$ cat src/rtl/clk_div_pkg.sv
// Shared constants and helpers for the multi-channel tick divider.
package clk_div_pkg;

  localparam logic MODE_PULSE = 1'b0;
  localparam logic MODE_SQ    = 1'b1;
  localparam int   MIN_DIV    = 2;

  function automatic int clog2_safe(input int n);
    return (n <= 1) ? 1 : $clog2(n);
  endfunction

endpackage

$ cat src/rtl/clk_div_channel.sv
// One divider channel: counter, active/shadow divisor and mode, tick and square outputs.
module clk_div_channel
  import clk_div_pkg::*;
#(
  parameter int CNT_W       = 20,
  parameter int DEFAULT_DIV = 250_000
) (
  input  logic             clk,
  input  logic             reset,
  input  logic             i_en,
  input  logic             i_sync_clr,
  input  logic             i_wr,
  input  logic [CNT_W-1:0] i_div,
  input  logic             i_sq,
  output logic             o_tick,
  output logic             o_sq
);

  logic [CNT_W-1:0] cnt_q, cnt_d;
  logic [CNT_W-1:0] div_q, div_d;
  logic [CNT_W-1:0] pend_div_q, pend_div_d;
  logic             mode_q, mode_d;
  logic             pend_mode_q, pend_mode_d;
  logic             pend_valid_q, pend_valid_d;
  logic             tick_q, tick_d;
  logic             sq_q, sq_d;
  logic             tc, over, half, apply;

  always_comb begin
    tc           = (cnt_q == div_q - CNT_W'(1));
    over         = (cnt_q >= div_q);
    half         = (cnt_q == (div_q >> 1) - CNT_W'(1));
    cnt_d        = cnt_q;
    div_d        = div_q;
    mode_d       = mode_q;
    pend_div_d   = pend_div_q;
    pend_mode_d  = pend_mode_q;
    pend_valid_d = pend_valid_q;
    tick_d       = 1'b0;
    sq_d         = sq_q;
    apply        = 1'b0;

    if (i_sync_clr) begin
      cnt_d = '0;
      sq_d  = 1'b0;
      apply = pend_valid_q;
    end else if (i_en) begin
      if (over) begin
        // Corrupted counter: recover silently, no tick for the broken period.
        cnt_d = '0;
      end else if (tc) begin
        cnt_d  = '0;
        tick_d = 1'b1;
        sq_d   = 1'b0;
        apply  = pend_valid_q;
      end else begin
        cnt_d = cnt_q + CNT_W'(1);
        if (mode_q == MODE_SQ && half) sq_d = 1'b1;
      end
    end

    if (apply) begin
      div_d        = pend_div_q;
      mode_d       = pend_mode_q;
      pend_valid_d = 1'b0;
    end

    // A write landing on the TC cycle is captured after the apply above,
    // so it waits for the following terminal count.
    if (i_wr) begin
      pend_div_d   = i_div;
      pend_mode_d  = i_sq;
      pend_valid_d = 1'b1;
    end
  end

  always_ff @(posedge clk or negedge reset) begin
    if (!reset) begin
      cnt_q        <= '0;
      div_q        <= CNT_W'(DEFAULT_DIV);
      mode_q       <= MODE_PULSE;
      pend_div_q   <= CNT_W'(DEFAULT_DIV);
      pend_mode_q  <= MODE_PULSE;
      pend_valid_q <= 1'b0;
      tick_q       <= 1'b0;
      sq_q         <= 1'b0;
    end else begin
      cnt_q        <= cnt_d;
      div_q        <= div_d;
      mode_q       <= mode_d;
      pend_div_q   <= pend_div_d;
      pend_mode_q  <= pend_mode_d;
      pend_valid_q <= pend_valid_d;
      tick_q       <= tick_d;
      sq_q         <= sq_d;
    end
  end

  assign o_tick = tick_q;
  assign o_sq   = sq_q;

endmodule

$ cat src/rtl/clk_divider_multi.sv
// Multi-channel programmable tick generator: config decode, range check and
// error pulse around NUM_CH independent divider channels.
module clk_divider_multi
  import clk_div_pkg::*;
#(
  parameter  int NUM_CH      = 4,
  parameter  int CNT_W       = 20,
  parameter  int DEFAULT_DIV = 250_000,
  localparam int CH_W        = clog2_safe(NUM_CH)
) (
  input  logic              clk,
  input  logic              reset,
  input  logic              i_en,
  input  logic              i_sync_clr,
  input  logic              cfg_we,
  input  logic [CH_W-1:0]   cfg_ch,
  input  logic [CNT_W-1:0]  cfg_div,
  input  logic              cfg_sq,
  output logic              o_cfg_err,
  output logic [NUM_CH-1:0] o_tick,
  output logic [NUM_CH-1:0] o_sq
);

  logic              cfg_ok;
  logic [NUM_CH-1:0] wr_sel;
  logic              cfg_err_q, cfg_err_d;

  always_comb begin
    cfg_ok    = (cfg_div >= CNT_W'(MIN_DIV)) && (32'(cfg_ch) < NUM_CH);
    cfg_err_d = cfg_we && !cfg_ok;
    wr_sel    = '0;
    for (int i = 0; i < NUM_CH; i++) begin
      if (cfg_we && cfg_ok && 32'(cfg_ch) == i) wr_sel[i] = 1'b1;
    end
  end

  always_ff @(posedge clk or negedge reset) begin
    if (!reset) cfg_err_q <= 1'b0;
    else        cfg_err_q <= cfg_err_d;
  end

  assign o_cfg_err = cfg_err_q;

  for (genvar g = 0; g < NUM_CH; g++) begin : g_ch
    clk_div_channel #(
      .CNT_W      (CNT_W),
      .DEFAULT_DIV(DEFAULT_DIV)
    ) u_ch (
      .clk       (clk),
      .reset     (reset),
      .i_en      (i_en),
      .i_sync_clr(i_sync_clr),
      .i_wr      (wr_sel[g]),
      .i_div     (cfg_div),
      .i_sq      (cfg_sq),
      .o_tick    (o_tick[g]),
      .o_sq      (o_sq[g])
    );
  end

endmodule

$ cat config.mk
export PLATFORM = sky130hd
export DESIGN_NAME = clk_divider_multi
export DESIGN_NICKNAME = d
export VERILOG_FILES = /design/src/rtl/clk_div_pkg.sv /design/src/rtl/clk_div_channel.sv /design/src/rtl/clk_divider_multi.sv
export SDC_FILE = /design/constraint.sdc
export NUM_CORES = 1
export LEC_CHECK = 0
export CAP_MARGIN = 25
export CORE_UTILIZATION = 40
export CTS_BUF_LIST = sky130_fd_sc_hd__clkbuf_8
export DETAILED_ROUTE_END_ITERATION = 8
export SYNTH_ARGS = -nofsm -noshare
export SYNTH_HDL_FRONTEND = slang
export SYNTH_SLANG_ARGS = --single-unit
$ cat constraint.sdc
create_clock -name clk -period 4.5 [get_ports clk]
set_input_delay 0.675 -clock clk [delete_from_list [all_inputs] [get_ports clk]]
set_output_delay 0.675 -clock clk [all_outputs]
set_load 0.01 [all_outputs]
Word-level counts from Yosys, hierarchy flattened
Index checks and enable logic that the tools add are counted.

word-level totals
  register bits = 261
  input port bits = 28
  output and inout port bits = 9
  logic and storage cells = 170

cells by class
  add/subtract/negate cells = 12
  order comparisons = 5
  eq/ne operators = 15
  muxes and demuxes = 80
  reductions and logical operators = 25

operators by type and width
  operator               count
  $mux 20                16
  $eq 20x20->1           8
  $add 20x1->20 const B  4
  $ge 20x20->1           4
  $sub 19x1->20 const B  4
  $sub 20x1->20 const B  4
  $mux 1                 64
  $ge 20x2->1 const B    1
  $reduce_and 3->1       4
  $reduce_bool 3->1      4
  $logic_and 1x1->1      10
  $reduce_bool 2->1      5
  $ne 2x2->1 const B     4
  $eq 2x2->1 const B     2
  $eq 2x1->1 const B     1
  $logic_not 2->1        1
  $logic_not 1->1        1

Logic depth before layout (Yosys ltp)
  depth after elaboration = 8
  gate-level depth with buffers = 13

By module
Synthesis repeated with hierarchy kept, for this count alone.

unflattened totals
  cells, all modules = 2165
  area total of the unflattened synthesis = 20279.4 um^2

by module, submodules not included
  module             instances  cells each  area each (um^2)  sequential area each (um^2)
  clk_div_channel    4          537         5036.1            1644.1
  clk_divider_multi  1          17          135.1             25.0

Worst setup path before layout
Ideal clock, no wire load.

  kind = register -> register
  start = register g_ch[2].u_ch.div_q[9]
  end = register g_ch[2].u_ch.cnt_q[2]
  setup time = 0.064 ns
  arrival time = 3.264 ns
  data required time = 4.436 ns
  slack = 1.172 ns
  stages on the path, launching flop included = 13
  cell sequence = dfrtp_1 > clkbuf_1 > inv_1 > ha_1 > a21o_1 > a221o_1 > a221oi_1 > o21ai_0 > a2111oi_0 > o21ai_2 > buf_2 > nor3b_1 > a21o_1

on the way
  cells in the longest elaborated chain, start to end = 6

ends and longest elaborated chain
  item                    line                   text
  from (decl)             clk_div_channel.sv:20  logic [CNT_W-1:0] div_q, div_d;
  from (signal assigned)  clk_div_channel.sv:80  div_q <= CNT_W'(DEFAULT_DIV);
  from (signal assigned)  clk_div_channel.sv:89  div_q <= div_d;
  $sub 20x1->20           clk_div_channel.sv:30  tc = (cnt_q == div_q - CNT_W'(1));
  $eq 20x20->1            clk_div_channel.sv:30
  $mux 20                 clk_div_channel.sv:51  end else if (tc) begin
  $mux 20 *               clk_div_channel.sv:48  if (over) begin
  $mux 20 *               clk_div_channel.sv:47  end else if (i_en) begin
  $mux 20 *               clk_div_channel.sv:43  if (i_sync_clr) begin
  to (signal assigned)    clk_div_channel.sv:88  cnt_q <= cnt_d;
  to (decl)               clk_div_channel.sv:19  logic [CNT_W-1:0] cnt_q, cnt_d;

Every way passes the cells marked *; elsewhere a longest branch is shown, timed or not. The select of a mux whose other input is x is not followed.
A chain may end at the register's enable or synchronous reset.

Worst setup path in the final report
  start = register g_ch[0].u_ch.div_q[12]
  end = register g_ch[0].u_ch.div_q[18]

on the way
  cells in the longest elaborated chain, start to end = 6

ends and longest elaborated chain
  item                    line
  from (decl)             clk_div_channel.sv:20
  from (signal assigned)  clk_div_channel.sv:80
  from (signal assigned)  clk_div_channel.sv:89
  $sub 20x1->20           clk_div_channel.sv:30
  $eq 20x20->1            clk_div_channel.sv:30
  $mux 1                  clk_div_channel.sv:51
  $mux 1 *                clk_div_channel.sv:48
  $mux 1 *                clk_div_channel.sv:47
  $mux 1 *                clk_div_channel.sv:43

Every way passes the cells marked *; elsewhere a longest branch is shown, timed or not.

==> impl_metrics.xml <==
<?xml version="1.0" encoding="UTF-8"?>
<metrics>
  <group name="status">
    <metric name="run_status" unit="">completed</metric>
  </group>
  <group name="global_route">
    <metric name="largest_net_degree_at_the_start_of_global_routing" unit="">98</metric>
    <metric name="antenna_violations_before_repair" unit="">0</metric>
    <metric name="vias_in_the_first_global_route" unit="">14933</metric>
    <metric name="global_route.overflow_total" unit="">0</metric>
    <metric name="grtUsageTotal" unit="">0.216</metric>
    <metric name="grt_first_pass_wirelength" unit="µm">82000</metric>
  </group>
  <group name="clock_network">
    <metric name="cts.htree.levels" unit="">2</metric>
    <metric name="clock_transition_time_at_the_flip_flop_clock_pins_of_the_worst_setup_and_hold_paths" unit="ns">0.06</metric>
    <metric name="clock_tree_from_tritoncts" unit="">done</metric>
    <metric name="cts-root-to-sink-buffers" unit="">3</metric>
    <metric name="clock-sinks" unit="">261</metric>
    <metric name="cts_resized" unit="">0</metric>
    <metric name="clk_latency" unit="ns">0.62</metric>
    <metric name="cts-hold-fix-buffers" unit="">0</metric>
    <metric name="cts_buffers" unit="">46</metric>
    <metric name="post-cts-setup-buffer-count" unit="">0</metric>
    <metric name="root_buffer" unit="">sky130_fd_sc_hd__clkbuf_8</metric>
  </group>
  <group name="final_layout">
    <metric name="utilization" unit="">0.446</metric>
    <metric name="n_antenna_cell" unit="">0</metric>
    <metric name="mostFrequentLayoutCells" unit="">205 x sky130_fd_sc_hd__dfrtp_1, 134 x sky130_fd_sc_hd__mux2_2, 126 x sky130_fd_sc_hd__inv_1</metric>
    <metric name="leading_cell_type_in_the_layout_fill_and_taps_excluded" unit="">sky130_fd_sc_hd__dfrtp_1</metric>
    <metric name="final_nets" unit="">2119</metric>
    <metric name="finish.instance_area" unit="µm²">20700</metric>
    <metric name="multi_input_area" unit="µm²">11100</metric>
    <metric name="layout.cells.non_filler" unit="">2643</metric>
    <metric name="area.growth.synth_to_final" unit="%">10.1</metric>
    <metric name="post_route_cells_drive_above_1_share" unit="">0.175</metric>
    <metric name="fillers" unit="">4475</metric>
    <metric name="total_area_of_sequential_cells" unit="µm²">6600</metric>
  </group>
  <group name="route">
    <metric name="wirelength" unit="µm">50100</metric>
    <metric name="antenna_left" unit="">0</metric>
    <metric name="vias" unit="">15263</metric>
    <metric name="detailedRoute.firstPassIterationCount" unit="">7</metric>
    <metric name="drt_first_iter_violations" unit="">1001</metric>
    <metric name="avgRoutedWirePerCell" unit="µm">19.0</metric>
    <metric name="avgViaCountPerCell" unit="">5.77</metric>
    <metric name="drcViolationCount" unit="">0</metric>
  </group>
  <group name="logic_synthesis">
    <metric name="synth.lib_cells_used.distinct" unit="">87</metric>
    <metric name="synth.ff_latch_count" unit="">261</metric>
    <metric name="synth.top_cells.by_area" unit="">sky130_fd_sc_hd__dfrtp_1 27%, sky130_fd_sc_hd__mux2_2 8.0%, sky130_fd_sc_hd__dfstp_2 7.8%</metric>
    <metric name="syn_avg_cell_area" unit="µm²">9.25</metric>
    <metric name="seq_area_frac_synth" unit="">0.351</metric>
    <metric name="synth_largest_area_cell" unit="">sky130_fd_sc_hd__dfrtp_1</metric>
    <metric name="number_of_synthesized_flops_with_an_enable_pin" unit="">0</metric>
    <metric name="synth_largest_type_area_fraction" unit="">0.273</metric>
    <metric name="syn_area" unit="µm²">18800</metric>
    <metric name="synth_flop_cell" unit="">sky130_fd_sc_hd__dfrtp_1</metric>
    <metric name="synth-warning-count" unit="">0</metric>
    <metric name="mappedNetlistNets" unit="">2153</metric>
    <metric name="postSynthCellCount" unit="">2033</metric>
    <metric name="synthArstFlopShare" unit="">1.00</metric>
  </group>
  <group name="floorplan">
    <metric name="die_y" unit="µm">219</metric>
    <metric name="site_row_count" unit="">79</metric>
    <metric name="dieWidth" unit="µm">219</metric>
    <metric name="floorplan.core_area" unit="µm²">46500</metric>
    <metric name="floorplan.initialDensity" unit="">0.405</metric>
    <metric name="ioPinCount" unit="">37</metric>
    <metric name="floorplan.die_area" unit="µm²">47900</metric>
  </group>
  <group name="worst_setup_path">
    <metric name="critical_path_arrival" unit="ns">4.34</metric>
    <metric name="worstPathMaxFanout" unit="">15</metric>
    <metric name="required_arrival_time_at_the_worst_endpoint" unit="ns">4.99</metric>
    <metric name="critPathCaptureType" unit="">register</metric>
    <metric name="worstSetupPathType" unit="">register to register</metric>
    <metric name="worstSetupStartpointType" unit="">register</metric>
  </group>
  <group name="place">
    <metric name="total_half_perimeter_wirelength_after_legalization_and_detailed_placement" unit="µm">36600</metric>
    <metric name="placed_cells" unit="">2556</metric>
    <metric name="dpl_worst_slack" unit="ns">0.681</metric>
    <metric name="place_congestion" unit="">0.948</metric>
    <metric name="placed_cell_area" unit="µm²">19600</metric>
    <metric name="port_buffers" unit="">36</metric>
  </group>
  <group name="sta">
    <metric name="slew_viol_final" unit="">0</metric>
    <metric name="tightest_slew" unit="ns">0.867</metric>
    <metric name="final_hold_viol_count" unit="">0</metric>
    <metric name="final_critical_path_setup_slack" unit="ns">0.651</metric>
    <metric name="fin_crit" unit="ns">3.85</metric>
    <metric name="finalSetupViolCount" unit="">0</metric>
    <metric name="fmax" unit="MHz">260</metric>
    <metric name="fin_worst_hold_slack" unit="ns">0.0931</metric>
    <metric name="unrepaired_setup_endpoints_after_global_routing" unit="">no</metric>
    <metric name="clock-skew-final" unit="ns">0.0128</metric>
    <metric name="slew_headroom" unit="">0.421</metric>
    <metric name="timing.setup.tns" unit="ns">0</metric>
    <metric name="fin_crit_sh" unit="">0.855</metric>
  </group>
  <group name="power_and_ir_drop">
    <metric name="max-vdd-ir-drop" unit="mV">0.192</metric>
    <metric name="power.density" unit="nW/µm²">454</metric>
    <metric name="fin_total_pwr" unit="mW">9.41</metric>
    <metric name="power.static_leakage" unit="nW">8.95</metric>
  </group>
  <group name="min_path">
    <metric name="min_path_type" unit="">input port to async pin</metric>
  </group>
  <group name="job">
    <metric name="max_cap_viol_count" unit="">0</metric>
  </group>
</metrics>
-- synth_stat cells, drive strengths merged, types with 13 or more instances --
cell type    n
a211oi      14
a21o        38
a21oi       46
a31oi       20
and2        13
and3        28
and4        14
buf         47
clkbuf     116
dfrtp      205
dfstp       56
ha          92
inv        112
mux2       172
mux2i       13
nand2      122
nand2b      22
nand3       98
nand4       55
nor2        97
nor2b       16
nor3        74
nor3b       20
nor4        63
o21ai       91
or3         14
or4         16
xnor2      114
xor2        80
-- cell type report --
class | instances | share of cell area
clock buffers | 62 | 0.0412
clock inverters | 23 | 0.00834
flip-flops and latches | 261 | 0.319
repair buffers | 81 | 0.0381
multi-input cells | 1497 | 0.537
well taps | 607 | 0.0367
inverters | 112 | 0.0203
-- cell families (layout without fill, tap and decap cells) --
| logic type | Yosys count | after routing | synth area share |
|---|---|---|---|
| buffers and inverters | 275 | 278 | 0.0594 |
| and+or+nand+nor | 688 | 688 | 0.199 |
| DFF | 261 | 261 | 0.351 |
| xor gates and xnor gates | 195 | 195 | 0.0916 |
| adders and majority gates | 92 | 92 | 0.0612 |
| AOI/OAI and AO/OA | 337 | 337 | 0.124 |
| muxes | 185 | 185 | 0.114 |
-- final timing paths --
kind / startpoint / to / slack [ns] / cells after the start
setup reg to reg: g_ch[0].u_ch.div_q[12] / g_ch[0].u_ch.div_q[18] / 0.65 / 11
max in group asynchronous: reset / g_ch[2].u_ch.div_q[12] / 3.42 / 2
hold / removal: reset / g_ch[3].u_ch.cnt_q[4] / 0.09 / 1
hold reg to reg: g_ch[2].u_ch.pend_div_q[6] / g_ch[2].u_ch.div_q[6] / 0.48 / 1
setup / recovery: g_ch[0].u_ch.div_q[12] / g_ch[0].u_ch.div_q[18] / 0.65 / 11
min in group clk: g_ch[2].u_ch.pend_div_q[6] / g_ch[2].u_ch.div_q[6] / 0.48 / 1
-- layer usage --
metal  global-route usage  share of wire  up-vias
li1                     -              -     7291
met1                0.299           0.47     7519
met2                0.348           0.46      352
met3               0.0262          0.046      101
met4               0.0718          0.028        0
met5                    0              0        -
-- registers in the layout (all words and copies together), names as in the netlist --
signal	cells
g_ch.u_ch.cnt_q	80
g_ch.u_ch.div_q	80
g_ch.u_ch.pend_div_q	80
g_ch.u_ch.mode_q	4
g_ch.u_ch.o_sq	4
g_ch.u_ch.o_tick	4
g_ch.u_ch.pend_mode_q	4
g_ch.u_ch.pend_valid_q	4
o_cfg_err	1
-- power by group --
group | internal (mW) | switching (mW) | leakage (nW)
clock network | 1.40 | 1.04 | 0.586
logic | 1.51 | 1.73 | 5.15
registers | 2.90 | 0.826 | 3.21
total | 5.81 | 3.60 | 8.95
-- critical path: stages (launching register included) --
cell	delay (ns)
sky130_fd_sc_hd__dfstp_2	0.68
sky130_fd_sc_hd__inv_1	0.12
sky130_fd_sc_hd__ha_1	0.30
sky130_fd_sc_hd__nand2_1	0.07
sky130_fd_sc_hd__nor3_1	0.25
sky130_fd_sc_hd__nand4_1	0.15
sky130_fd_sc_hd__or4_1	0.58
sky130_fd_sc_hd__nand3_1	0.17
sky130_fd_sc_hd__nor3_2	0.06
sky130_fd_sc_hd__o21ai_2	0.64
sky130_fd_sc_hd__buf_4	0.38
sky130_fd_sc_hd__mux2_4	0.32
No activity file was read; power rests on OpenSTA's default activity.
